===== src/rtl/shift_ser_ctrl.sv =====
// Byte serializer controller: loads a byte into an external load/shift-right register,
// then issues one logical right shift per accepted output bit, presenting the register's
// LSB on a valid/ready bit stream.
module shift_ser_ctrl #(
    parameter int unsigned W        = 8,
    parameter logic [2:0]  CMD_LOAD = 3'b001,
    parameter logic [2:0]  CMD_SHR  = 3'b010,
    parameter logic [2:0]  CMD_NOP  = 3'b000
) (
    input  logic         clk,
    input  logic         rst,
    // byte request
    input  logic         req_valid,
    output logic         req_ready,
    input  logic [W-1:0] req_data,
    input  logic [3:0]   req_len,
    input  logic         abort,
    // shift register control
    output logic         sr_en,
    output logic [2:0]   sr_ctrl,
    output logic [W-1:0] sr_din,
    input  logic [W-1:0] sr_dout,
    // serial bit stream
    output logic         bit_valid,
    input  logic         bit_ready,
    output logic         bit_data,
    output logic         bit_last,
    // status
    output logic         busy,
    output logic         frame_done
);

    typedef enum logic [1:0] {StIdle, StLoad, StEmit} state_e;

    state_e       state_q, state_d;
    logic [W-1:0] data_q, data_d;
    logic [3:0]   len_q, len_d;
    logic [3:0]   cnt_q, cnt_d;
    logic         done_d;
    logic [3:0]   len_norm;

    // Only the LSB of the register is observed; the rest is wired in for completeness.
    logic sr_dout_unused;
    assign sr_dout_unused = ^sr_dout[W-1:1];

    // Lengths outside 1..8 mean a full byte.
    assign len_norm = ((req_len == 4'd0) || (req_len > 4'd8)) ? 4'd8 : req_len;

    assign sr_din = data_q;
    assign busy   = (state_q != StIdle);

    // Next-state and output decode; abort overrides every transition.
    always_comb begin
        state_d   = state_q;
        data_d    = data_q;
        len_d     = len_q;
        cnt_d     = cnt_q;
        done_d    = 1'b0;
        req_ready = 1'b0;
        sr_en     = 1'b0;
        sr_ctrl   = CMD_NOP;
        bit_valid = 1'b0;
        bit_data  = 1'b0;
        bit_last  = 1'b0;

        unique case (state_q)
            StIdle: begin
                // No request may be taken while an abort is being applied.
                req_ready = !abort;
                if (req_valid && req_ready) begin
                    data_d  = req_data;
                    len_d   = len_norm;
                    cnt_d   = 4'd0;
                    state_d = StLoad;
                end
            end
            StLoad: begin
                sr_en   = !abort;
                sr_ctrl = sr_en ? CMD_LOAD : CMD_NOP;
                state_d = StEmit;
            end
            StEmit: begin
                bit_valid = !abort;
                bit_data  = sr_dout[0];
                bit_last  = (cnt_q == (len_q - 4'd1));
                // Shift only when the sink takes the bit, so a stall keeps bit_data stable.
                sr_en     = bit_ready && !abort;
                sr_ctrl   = sr_en ? CMD_SHR : CMD_NOP;
                if (bit_valid && bit_ready) begin
                    if (bit_last) begin
                        state_d = StIdle;
                        done_d  = 1'b1;
                    end else begin
                        cnt_d = cnt_q + 4'd1;
                    end
                end
            end
            default: state_d = StIdle;
        endcase

        if (abort) begin
            state_d = StIdle;
            cnt_d   = 4'd0;
            done_d  = 1'b0;
        end
    end

    // State and frame registers.
    always_ff @(posedge clk or posedge rst) begin
        if (rst) begin
            state_q    <= StIdle;
            data_q     <= '0;
            len_q      <= 4'd8;
            cnt_q      <= 4'd0;
            frame_done <= 1'b0;
        end else begin
            state_q    <= state_d;
            data_q     <= data_d;
            len_q      <= len_d;
            cnt_q      <= cnt_d;
            frame_done <= done_d;
        end
    end

endmodule


===== config.mk =====
export PLATFORM = sky130hd
export DESIGN_NAME = shift_ser_ctrl
export DESIGN_NICKNAME = d
export VERILOG_FILES = /design/src/rtl/shift_ser_ctrl.sv
export SDC_FILE = /design/constraint.sdc
export NUM_CORES = 1
export LEC_CHECK = 0
export BUFFER_PORTS_ARGS = -buffer_cell sky130_fd_sc_hd__buf_2
export CAP_MARGIN = 25
export CORE_MARGIN = 1
export CORE_UTILIZATION = 50
export DETAILED_ROUTE_END_ITERATION = 10
export PLACE_DENSITY = 0.82
export SYNTH_ARGS = -nofsm -noshare
export SYNTH_HDL_FRONTEND = slang
export SYNTH_SLANG_ARGS = --single-unit

===== constraint.sdc =====
create_clock -name clk -period 2.9 [get_ports clk]
set_input_delay 0.29 -clock clk [delete_from_list [all_inputs] [get_ports clk]]
set_output_delay 0.29 -clock clk [all_outputs]
set_load 0.05 [all_outputs]

Word-level counts from Yosys, hierarchy flattened

Index checks and enable logic that the tools add are counted.
W data, S select, Z words.

Add/subtract/negate cells: 2
Magnitude comparators: 1
Equal/unequal tests: 7
Mux-type cells: 23
Reductions and logical operators: 11

Operator list:

| cell                  | count |
|---|---|
| $mux W4               | 5 |
| $ne A3 B3 Y1 const B  | 4 |
| $mux W2               | 5 |
| $mux W1               | 9 |
| $pmux W4 S2           | 1 |
| $pmux W2 S3           | 1 |
| $add A4 B1 Y4 const B | 1 |
| $eq A4 B4 Y1          | 1 |
| $gt A4 B4 Y1 const B  | 1 |
| $logic_not A4 Y1      | 1 |
| $pmux W2 S2           | 1 |
| $reduce_and A4 Y1     | 1 |
| $sub A4 B1 Y4 const B | 1 |
| $reduce_and A3 Y1     | 1 |
| $reduce_bool A3 Y1    | 1 |
| $eq A2 B1 Y1 const B  | 1 |
| $eq A2 B2 Y1 const B  | 1 |
| $logic_and A1 B1 Y1   | 2 |
| $logic_not A2 Y1      | 1 |
| $pmux W1 S2           | 1 |
| $reduce_and A2 Y1     | 1 |
| $reduce_bool A2 Y1    | 1 |
| $logic_not A1 Y1      | 1 |
| $logic_or A1 B1 Y1    | 1 |

Bits in registers: 19
Input bits: 25
Output and inout port bits: 18
Logic and storage cells: 49

Logic depth before layout (Yosys ltp)

Gate-level depths: netlist of the first run.

Word-level depth: 6
Depth in mapped cells: 8
Depth with buffers taken out: 7

Worst setup path after synthesis of the first run

OpenSTA, ideal clock, no wires.

Path kind: reg-to-output
From: reg state_q[0]
To: out sr_en
Arrival: 2,518 ps
Required time: 2,610 ps
Path slack: 92 ps
Cell stages (with the launch flop): 7
Buffers on the path: 0
Cell sequence: dfrtp_1 inv_1 ha_1 inv_1 nor2_1 a21oi_1 nor2b_1

Word-level cells in the longest chain between the ends: 2
Elaborated cells on any way between the ends: 3
Classes of those cells: 2 x eq/ne; 1 x mux

Ends and longest elaborated chain:

| element                                      | RTL line | source |
|---|---|---|
| start: declaration                           | 35       | `state_e state_q, state_d;` |
| start signal: assignment                     | 111      | `state_q <= StIdle;` |
| start signal: assignment                     | 117      | `state_q <= state_d;` |
| $eq A2 B2 Y1 or $eq A2 B1 Y1 (tied branches) | 66       | `unique case (state_q)` |
| $pmux W1 S2 (*)                              | 66       |  |
| end: declaration                             | 19       | `output logic sr_en,` |

Mark *: on every way between the ends. The rest lies on a longest branch, timed or not.

Worst setup path after layout of the first run

From: reg len_q[0]
To: out bit_last

Word-level cells in the longest chain between the ends: 3

Ends and longest elaborated chain:

| element                  | RTL line | source |
|---|---|---|
| start: declaration       | 37       | `logic [3:0] len_q, len_d;` |
| start signal: assignment | 119      | `len_q <= len_d;` |
| $sub A4 B1 Y4            | 85       | `bit_last = (cnt_q == (len_q - 4'd1));` |
| $eq A4 B4 Y1             | 85       |  |
| $mux W1                  | 66       |  |
| end: declaration         | 27       | `output logic bit_last,` |

No other way between the ends.

==> results of run 1 <==
## Yosys cell counts (2+ instances only)
cell type,count
a22o_1,2
nor3_1,3
nor2b_1,2
ha_1,6
nand2b_1,6
dfrtp_1,18
nor2_1,9
a21oi_1,4
xnor2_1,4
inv_1,8
mux2i_1,2
nand2_1,7
a21boi_0,2
o21ai_0,5
mux2_2,9
## where the power goes
part / leakage (nW) / internal (mW) / switching (mW)
logic: 0.391 / 0.265 / 0.545
clock network: 0.0139 / 0.0525 / 0.0824
registers: 0.240 / 0.363 / 0.0612
## state kept, by name (all words and copies together) (netlist names)
register	count
sr_din	8
cnt_q	4
len_q	4
state_q	2
frame_done	1
## metal layers
layer / vias up / global-route usage, % / part of all wire, %
li1: 416 / - / -
met1: 389 / 17.5 / 40
met2: 23 / 35.7 / 55
met3: 4 / 5.66 / 4.4
met4: 0 / 6.37 / 0.86
met5: - / 0 / 0
## cell families (layout without fill, tap and decap cells)
group	after synthesis	after routing	share of synthesized area [%]
compound gates	17	17	11.0
fa+ha+maj	6	6	6.97
xor+xnor	6	6	6.27
mux	12	12	12.3
simple gates	32	32	14.9
flops	19	19	44.3
other cells	1	1	0.348
buf+inv	10	46	3.95
## path summary, 6_finish.rpt
kind | startpoint | endpoint | slack [ps] | cells after the start
max | len_q[0] | bit_last | 520 | 7
min | rst | sr_din[1] | 70 | 2
max reg2reg | len_q[0] | state_q[0] | 840 | 7
min reg2reg | len_q[3] | len_q[3] | 490 | 2
max in group asynchronous | rst | cnt_q[2] | 2400 | 2
min in group clk | req_data[7] | sr_din[7] | 210 | 2
## worst max-delay path, cell delays in order (launching register included)
cell,delay [ps]
dfrtp_1,420
inv_1,60
ha_1,230
xor3_1,370
nor3_2,200
nand2_2,140
nor2_1,100
buf_2,270
## area by class of cell
| cell class | count | area share (%) |
|---|---|---|
| multi-input combinational | 74 | 43.0 |
| timing repair buffer | 34 | 13.1 |
| clock buffer | 3 | 1.73 |
| clock inverter | 1 | 0.578 |
| tap | 27 | 2.60 |
| inverter | 8 | 2.31 |
| sequential | 19 | 36.7 |
==> flow_summary.yaml, run 1 <==
yosys:
  syn-num-nets: 134
  syn_inst: 103
  synth_edf_count: 0
  ys.flop_type: "dfrtp_1"
  ys_seq_area_share_pct: 44.3
  yosysWarnings: 0
  synthTopCellsByArea: "dfrtp_1 (42%), mux2_2 (9.4%), ha_1 (7.0%), nand2b_1 (3.5%), xnor2_1 (3.3%)"
  synth_top_area_share_pct: 41.8
  syn-cell-area_sq_um: 1080
  syn_area_per_cell_sq_um: 10.5
  ys_seq_elements: 19
  async_flop_share_pct: 100
  ys_types: 31
  synth_area_leader_cell: "dfrtp_1"
setup_path:
  start_kind: "flip-flop"
  worstPathRequired_ps: 2610
  cp.arrival_ps: 2090
  endpoint_kind: "output port"
  critical_path_class: "flip-flop to output port"
  cp_max_fo: 4
sta:
  hold_viol: 0
  worstMarginPinSlew_ps: 672
  setup_viol: 0
  skew_ps: 3.30
  final.setup.worst_slack_ps: 524
  period_share_pct: 81.9
  max_slew_margin_pct: 55.1
  finalCriticalPeriod_ps: 2380
  fin_setup_tns_ps: 0
  rsz0062_at_grt: "no"
  drv_slew: 0
  clock.fmax_mhz: 421
  holdWs_ps: 67.3
cells_and_area:
  fin_nets: 171
  final_cell_mix: "buf_2 (34), dfrtp_1 (18), nor2_1 (9), mux2_2 (9), inv_1 (8)"
  layout-drive-gt1-share_pct: 37.4
  final_cell_area_sq_um: 1300
  area_growth_pct: 20.6
  final_util_pct: 64.9
  layout.cells.non_filler: 166
  ff_latch_area_sq_um: 477
  fill_cells: 159
  multiInputGateArea_sq_um: 558
  n_antenna_cell: 0
  final_common_cell: "buf_2"
die:
  die_y_um: 48.4
  core_sq_um: 2000
  rows: 16
  initial_core_util_pct: 53.8
  ios: 43
  die_w_um: 48.4
  die_area_sq_um: 2340
cts:
  clock_latency_ps: 300
  cts.path.max_buffers: 2
  htree_levels: 1
  cts_sinks: 19
  cts_buffers: 3
  cts_setup_buffers: 0
  clk_pin_slew_ps: 110
  cts_resized: 0
  hold_buffers: 0
  cts_root_buf: "clkbuf_4"
  cts_tree: "built"
drt:
  dr.pass1.iters: 4
  drc_errors: 0
  wirelength_mm: 1.86
  ant_nets: 0
  drtIter0Drc: 10
  routed_via_density: 5.01
  vias: 832
  detail_route.wl_per_cell_um: 11.2
placed_design:
  dpl-instance-area_sq_um: 1270
  gp_congestion: 0.788
  dpl_worst_slack_ps: 829
  dpl.cell_count: 162
  port_buffers: 34
  hpwl_mm: 1.54
global_routing:
  gr-usage-all-layers_pct: 18.2
  overflow: 0
  grt_pass1_vias: 840
  antenna_found_initial: 0
  grt_pass1_wl_mm: 3.28
  grt_start_max_net_pins: 20
min_path:
  holdCritPathClass: "primary input to asynchronous set/reset pin"
pwr:
  vdd_ir_drop_max_v: 0.000692
  power_density_nw_per_um2: 1050
  p_leak_nw: 0.645
  total_power_mw: 1.37
outcome:
  status: "finished clean"
run:
  cap_violations: 0
Power figures use the tool's default switching activity.
==> run 2: changes to the inputs <==
Settings changed: CORE_UTILIZATION 50 to 47, PLACE_DENSITY 0.82 to 0.78.
Clock period 2.9 ns to 2.2 ns, I/O delays scaled along.
==> run 2 against run 1 <==
Against the previous run:
- sequential share of layout area shrank 1.8 points
- core utilization up 1.3 points
- cell area grew 5.0%
- critical endpoint unchanged
- highest routed layer unchanged
==> flow_summary.yaml, run 2 (synthesized netlist as in run 1, its figures left out) <==
global_routing:
  antenna_found_initial: 0
  grt_pass1_wl_mm: 3.52
  grt_pass1_vias: 845
  gr-usage-all-layers_pct: 18.5
  grt_start_max_net_pins: 20
  overflow: 0
setup_path:
  r2r_cells: 8
  cp_max_fo: 3
  endpoint_kind: "output port"
  r2r_setup_slack_ps: 130
  critical_path_class: "flip-flop to output port"
  worstPathRequired_ps: 1980
  crit_chain: "inv_1 -> ha_1 -> xor3_1 -> nor3_2 -> nand2_2 -> nor2_2 -> buf_6"
  slowest_stage: "dfrtp_1"
  start_kind: "flip-flop"
  reg2reg_to: "state_q[0]"
  slowest_delay_ps: 370
  cp.arrival_ps: 1860
  rr_startpoint: "len_q[0]"
drt:
  drtIter0Drc: 12
  vias: 834
  wirelength_mm: 1.88
  detail_route.wl_per_cell_um: 11.0
  ant_nets: 0
  drc_errors: 0
  dr.pass1.iters: 4
  routed_via_density: 4.88
sta:
  setup_viol: 0
  finalCriticalPeriod_ps: 2080
  worstMarginPinSlew_ps: 688
  drv_slew: 0
  holdWs_ps: 14.5
  skew_ps: 5.97
  max_slew_margin_pct: 54.1
  hold_viol: 0
  final.setup.worst_slack_ps: 115
  clock.fmax_mhz: 480
  period_share_pct: 94.8
pwr:
  p_leak_nw: 0.671
  intPower_mw: 0.946
  vdd_ir_drop_max_v: 0.000794
  clkPwrFrac_pct: 9.1
  power_frac_seq_pct: 29.6
  power_density_nw_per_um2: 1370
  comb_power_share_pct: 61.3
  swShare_pct: 49.3
  p_sw_mw: 0.921
  total_power_mw: 1.87
cts:
  cts_sinks: 19
  cts_buffers: 3
  cts_root_buf: "clkbuf_4"
  htree_levels: 1
  cts_tree: "built"
  clk_pin_slew_ps: 110
  hold_buffers: 0
  cts.path.max_buffers: 2
  clock_latency_ps: 290
die:
  rows: 16
  ios: 43
  initial_core_util_pct: 52.2
  core_sq_um: 2060
  die_y_um: 49.9
  die_w_um: 49.9
  die_area_sq_um: 2490
cells_and_area:
  area_growth_pct: 26.6
  final_common_cell: "buf_2"
  final_util_pct: 66.1
  final_cell_area_sq_um: 1360
  largest_reg_flops: 8
  final_cell_mix: "buf_2 (32), dfrtp_1 (18), mux2_2 (9)"
  fin_nets: 176
  layout-drive-gt1-share_pct: 42.4
  fill_cells: 168
  multiInputGateArea_sq_um: 581
  ff_latch_area_sq_um: 477
  n_antenna_cell: 0
placed_design:
  gp_congestion: 0.829
  hpwl_mm: 1.43
  port_buffers: 34
  dpl_worst_slack_ps: 148
  dpl-instance-area_sq_um: 1280
run:
  cap_violations: 0
outcome:
  status: "finished clean"
min_path:
  holdCritPathClass: "primary input to asynchronous set/reset pin"
run 2: cell count changes in the layout (fill, tap and decap cells not counted), moves of 2 or more:
| cell | before | now |
|---|---|---|
| nor2_4 | 0 | 2 |
| buf_2 | 34 | 32 |
| nor2_1 | 9 | 6 |
| buf_4 | 0 | 5 |
run 2: through the flow:
step                setup TNS [ps]  cells
floorplan                    -18.1    103
global placement                 0    162
detailed placement               0    162
CTS                              0    169
global route                 -3.71    171
finish                           0    171
run 2: what timing repair did:
action	4_1_cts	5_1_grt
cloned	0	0
gates resized for setup	3	3
endpoints found under the setup margin	1	3
pin swaps	1	1
setup buffers	3	2
run 2: power groups by stage:
stage | sequential [mW] | combinational (mW) | clock (mW)
final | 0.553 | 1.14 | 0.171
after floorplan | 0.825 | 0.615 | 0
after global placement | 0.562 | 1.07 | 0
after global routing | 0.572 | 1.24 | 0.194
after CTS | 0.555 | 1.12 | 0.180
after detailed placement | 0.567 | 1.09 | 0
run 2: critical path, delay by kind of cell, from the launching register on:
family,cells,cell delay (ps)
XOR/XNOR,1,360
flip-flops,1,370
buffers and inverters,2,220
AND/OR/NAND/NOR,3,410
adder cells (fa/ha/maj),1,230
run 2: cell type report:
class,instances,area share (%)
multi-input combinational,74,42.6
sequential,19,35.0
timing repair buffer,39,15.9
clock buffer,4,1.93
tap,27,2.48
inverter,8,2.20
run 2: worst max-delay path by stage:
stage | start | endpoint | cells after the start
finish | len_q[0] | bit_last | 7
global route | len_q[0] | bit_last | 7
CTS | len_q[0] | bit_last | 7
detailed placement | len_q[0] | state_q[0] | 7
global placement | len_q[0] | state_q[0] | 7
floorplan | state_q[0] | sr_en | 6
run 2: layer usage:
layer,track usage [%],part of all wire [%],vias to the layer above
li1,-,-,424
met1,23.1,45,392
met2,32.7,52,16
met3,2.78,3.2,2
met4,5.71,0.37,0
met5,0,0,-
==> run 3: changes to the inputs <==
Settings changed: CORE_UTILIZATION 47 to 43, CTS_CLUSTER_DIAMETER set to 50, PLACE_DENSITY 0.78 to 0.75.
Clock period 2.2 ns to 1.7 ns, I/O delays scaled along.
==> run 3 against run 2 <==
Against the previous run:
- the run now ends with setup timing left
- worst hold slack better by 91 ps
- via count is 10% higher
- core utilization rose by 5.8 points
- first-iteration DRC count shrank 50%
- final cell count increased by 9.4%
- power increased by 58%
- clock power rose by 35%
- critical endpoint unchanged
- global-route usage up 2.5 points
- sequential share of layout area fell by 5.7 points
- cell area grew 20%
- register-to-register slack got worse by 400 ps
==> flow_summary.yaml, run 3 (synthesized netlist as in run 1, its figures left out) <==
global_routing:
  overflow: 0
  antenna_found_initial: 0
  grt_start_max_net_pins: 20
  grt_pass1_vias: 946
  grt_pass1_wl_mm: 4.15
  gr-usage-all-layers_pct: 21.0
setup_path:
  slowest_stage: "dfrtp_1"
  critical_path_class: "flip-flop to output port"
  endpoint_kind: "output port"
  cp.arrival_ps: 1850
  r2r_cells: 8
  worstPathRequired_ps: 1530
  reg2reg_to: "state_q[0]"
  cp_max_fo: 2
  worst-path-buf-inv: 2
  start_kind: "flip-flop"
  r2r_setup_slack_ps: -270
  rr_startpoint: "len_q[1]"
  crit_chain: "inv_2 -> ha_4 -> xor3_1 -> nor3_2 -> nand2_2 -> nor2_2 -> buf_6"
  crit_family: "simple AND/OR/NAND/NOR gates"
  cp.depth: 7
  slowest_delay_ps: 420
sta:
  finalCriticalPeriod_ps: 2020
  max_slew_margin_pct: 51.8
  drv_slew: 0
  skew_ps: 6.09
  hold_viol: 0
  rsz0062_at_grt: "yes"
  worstMarginPinSlew_ps: 722
  clock.fmax_mhz: 495
  setup_viol: 8
  period_share_pct: 119
  final.setup.worst_slack_ps: -319
cts:
  cts.path.max_buffers: 2
  cts_tree: "built"
  clk_pin_slew_ps: 110
  htree_levels: 1
  cts_sinks: 19
  cts_buffers: 3
  clock_latency_ps: 290
  cts_root_buf: "clkbuf_4"
cells_and_area:
  multiInputGateArea_sq_um: 684
  final_cell_mix: "buf_2 (28), dfrtp_1 (17), buf_4 (16)"
  fin_nets: 191
  ff_latch_area_sq_um: 478
  fill_cells: 152
  n_antenna_cell: 0
  largest_reg_flops: 8
  final_cell_area_sq_um: 1640
  area_growth_pct: 51.9
  final_common_cell: "buf_2"
  layout-drive-gt1-share_pct: 59.1
  layout.cells.non_filler: 187
placed_design:
  dpl.cell_count: 171
  dpl_worst_slack_ps: -225
  port_buffers: 34
  dpl-instance-area_sq_um: 1380
  hpwl_mm: 1.66
  gp_congestion: 0.874
drt:
  topRoutingLayerUsed: "met4"
  dr.pass1.iters: 4
  wl_met2_mm: 1.42
  drc_errors: 0
  wl_met1_mm: 1.06
  wirelength_mm: 2.55
  vias: 918
  wl_met3_um: 59
  detail_route.wl_per_cell_um: 13.6
  routed_via_density: 4.91
  ant_nets: 0
  drtIter0Drc: 6
die:
  die_y_um: 52.1
  rows: 17
  core_sq_um: 2280
  initial_core_util_pct: 47.3
  die_w_um: 52.1
  ios: 43
  die_area_sq_um: 2710
pwr:
  vdd_ir_drop_max_v: 0.00148
  power_density_nw_per_um2: 1800
  p_leak_nw: 0.774
  total_power_mw: 2.95
min_path:
  holdCritPathClass: "primary input to flip-flop"
  min_path_cells: 2
  hold_end: "sr_din[2]"
  worstHoldStart: "req_data[2]"
run:
  cap_violations: 0
outcome:
  status: "finished, violations left"
  violations: "setup timing"
-- run 3: changes by cell type in the layout (fill, tap and decap cells not counted), moves of 2 or more --
| cell | delta |
|---|---|
| buf_4 | +11 |
| inv_2 | +4 |
| ha_4 | +3 |
| inv_1 | -6 |
| buf_2 | -4 |
| xnor2_1 | -2 |
| buf_6 | +5 |
| buf_8 | +2 |
| mux2_4 | +2 |
| ha_1 | -2 |
-- run 3: worst max path at each step --
stage	slack, ps	startpoint	endpoint
2_1_floorplan	-260	state_q[1]	sr_din[3]
3_3_place_gp	-150	len_q[0]	state_q[0]
3_5_place_dp	-230	len_q[1]	state_q[0]
4_1_cts	-230	len_q[1]	bit_last
5_1_grt	-370	len_q[1]	bit_last
6_report	-320	len_q[1]	bit_last
-- run 3: metrics by stage --
| stage | util [%] | hold WS (ps) | TNS [ps] |
|---|---|---|---|
| 2_1_floorplan | - | 120 | -2560 |
| 3_3_place_gp | 60.6 | 307 | -303 |
| 3_5_place_dp | 60.6 | 314 | -600 |
| 4_1_cts | 69.3 | 99.7 | -712 |
| 5_1_grt | 71.9 | 81.6 | -1980 |
| 6_report | 71.9 | 105 | -1350 |
-- run 3: power by group --
group | total [mW] | internal, mW | leakage [nW] | switching, mW
Clock | 0.230 | 0.0874 | 0.0177 | 0.142
Sequential | 0.734 | 0.622 | 0.239 | 0.112
Combinational | 1.98 | 0.840 | 0.517 | 1.14
Total | 2.95 | 1.55 | 0.774 | 1.40
-- run 3: area by class of cell --
cell class	count	area share, %
Multi-Input combinational cell	74	41.8
Sequential cell	19	29.2
Timing Repair Buffer	54	22.9
Inverter	8	2.22
Tap cell	28	2.14
Clock buffer	3	1.38
Clock inverter	1	0.306
-- run 3: repair_timing --
action / in CTS / in global routing
hold buffers: 1 / 0
setup endpoints to repair: 10 / 13
pin swaps: 10 / 6
buffers inserted: 8 / 3
endpoints found under the hold margin: 18 / 0
resized for setup: 27 / 9
-- run 3: metal layers --
layer,vias up,track usage [%]
met1,443,25.6
li1,456,-
met4,0,5.41
met2,17,39.1
met3,2,1.75
met5,-,0
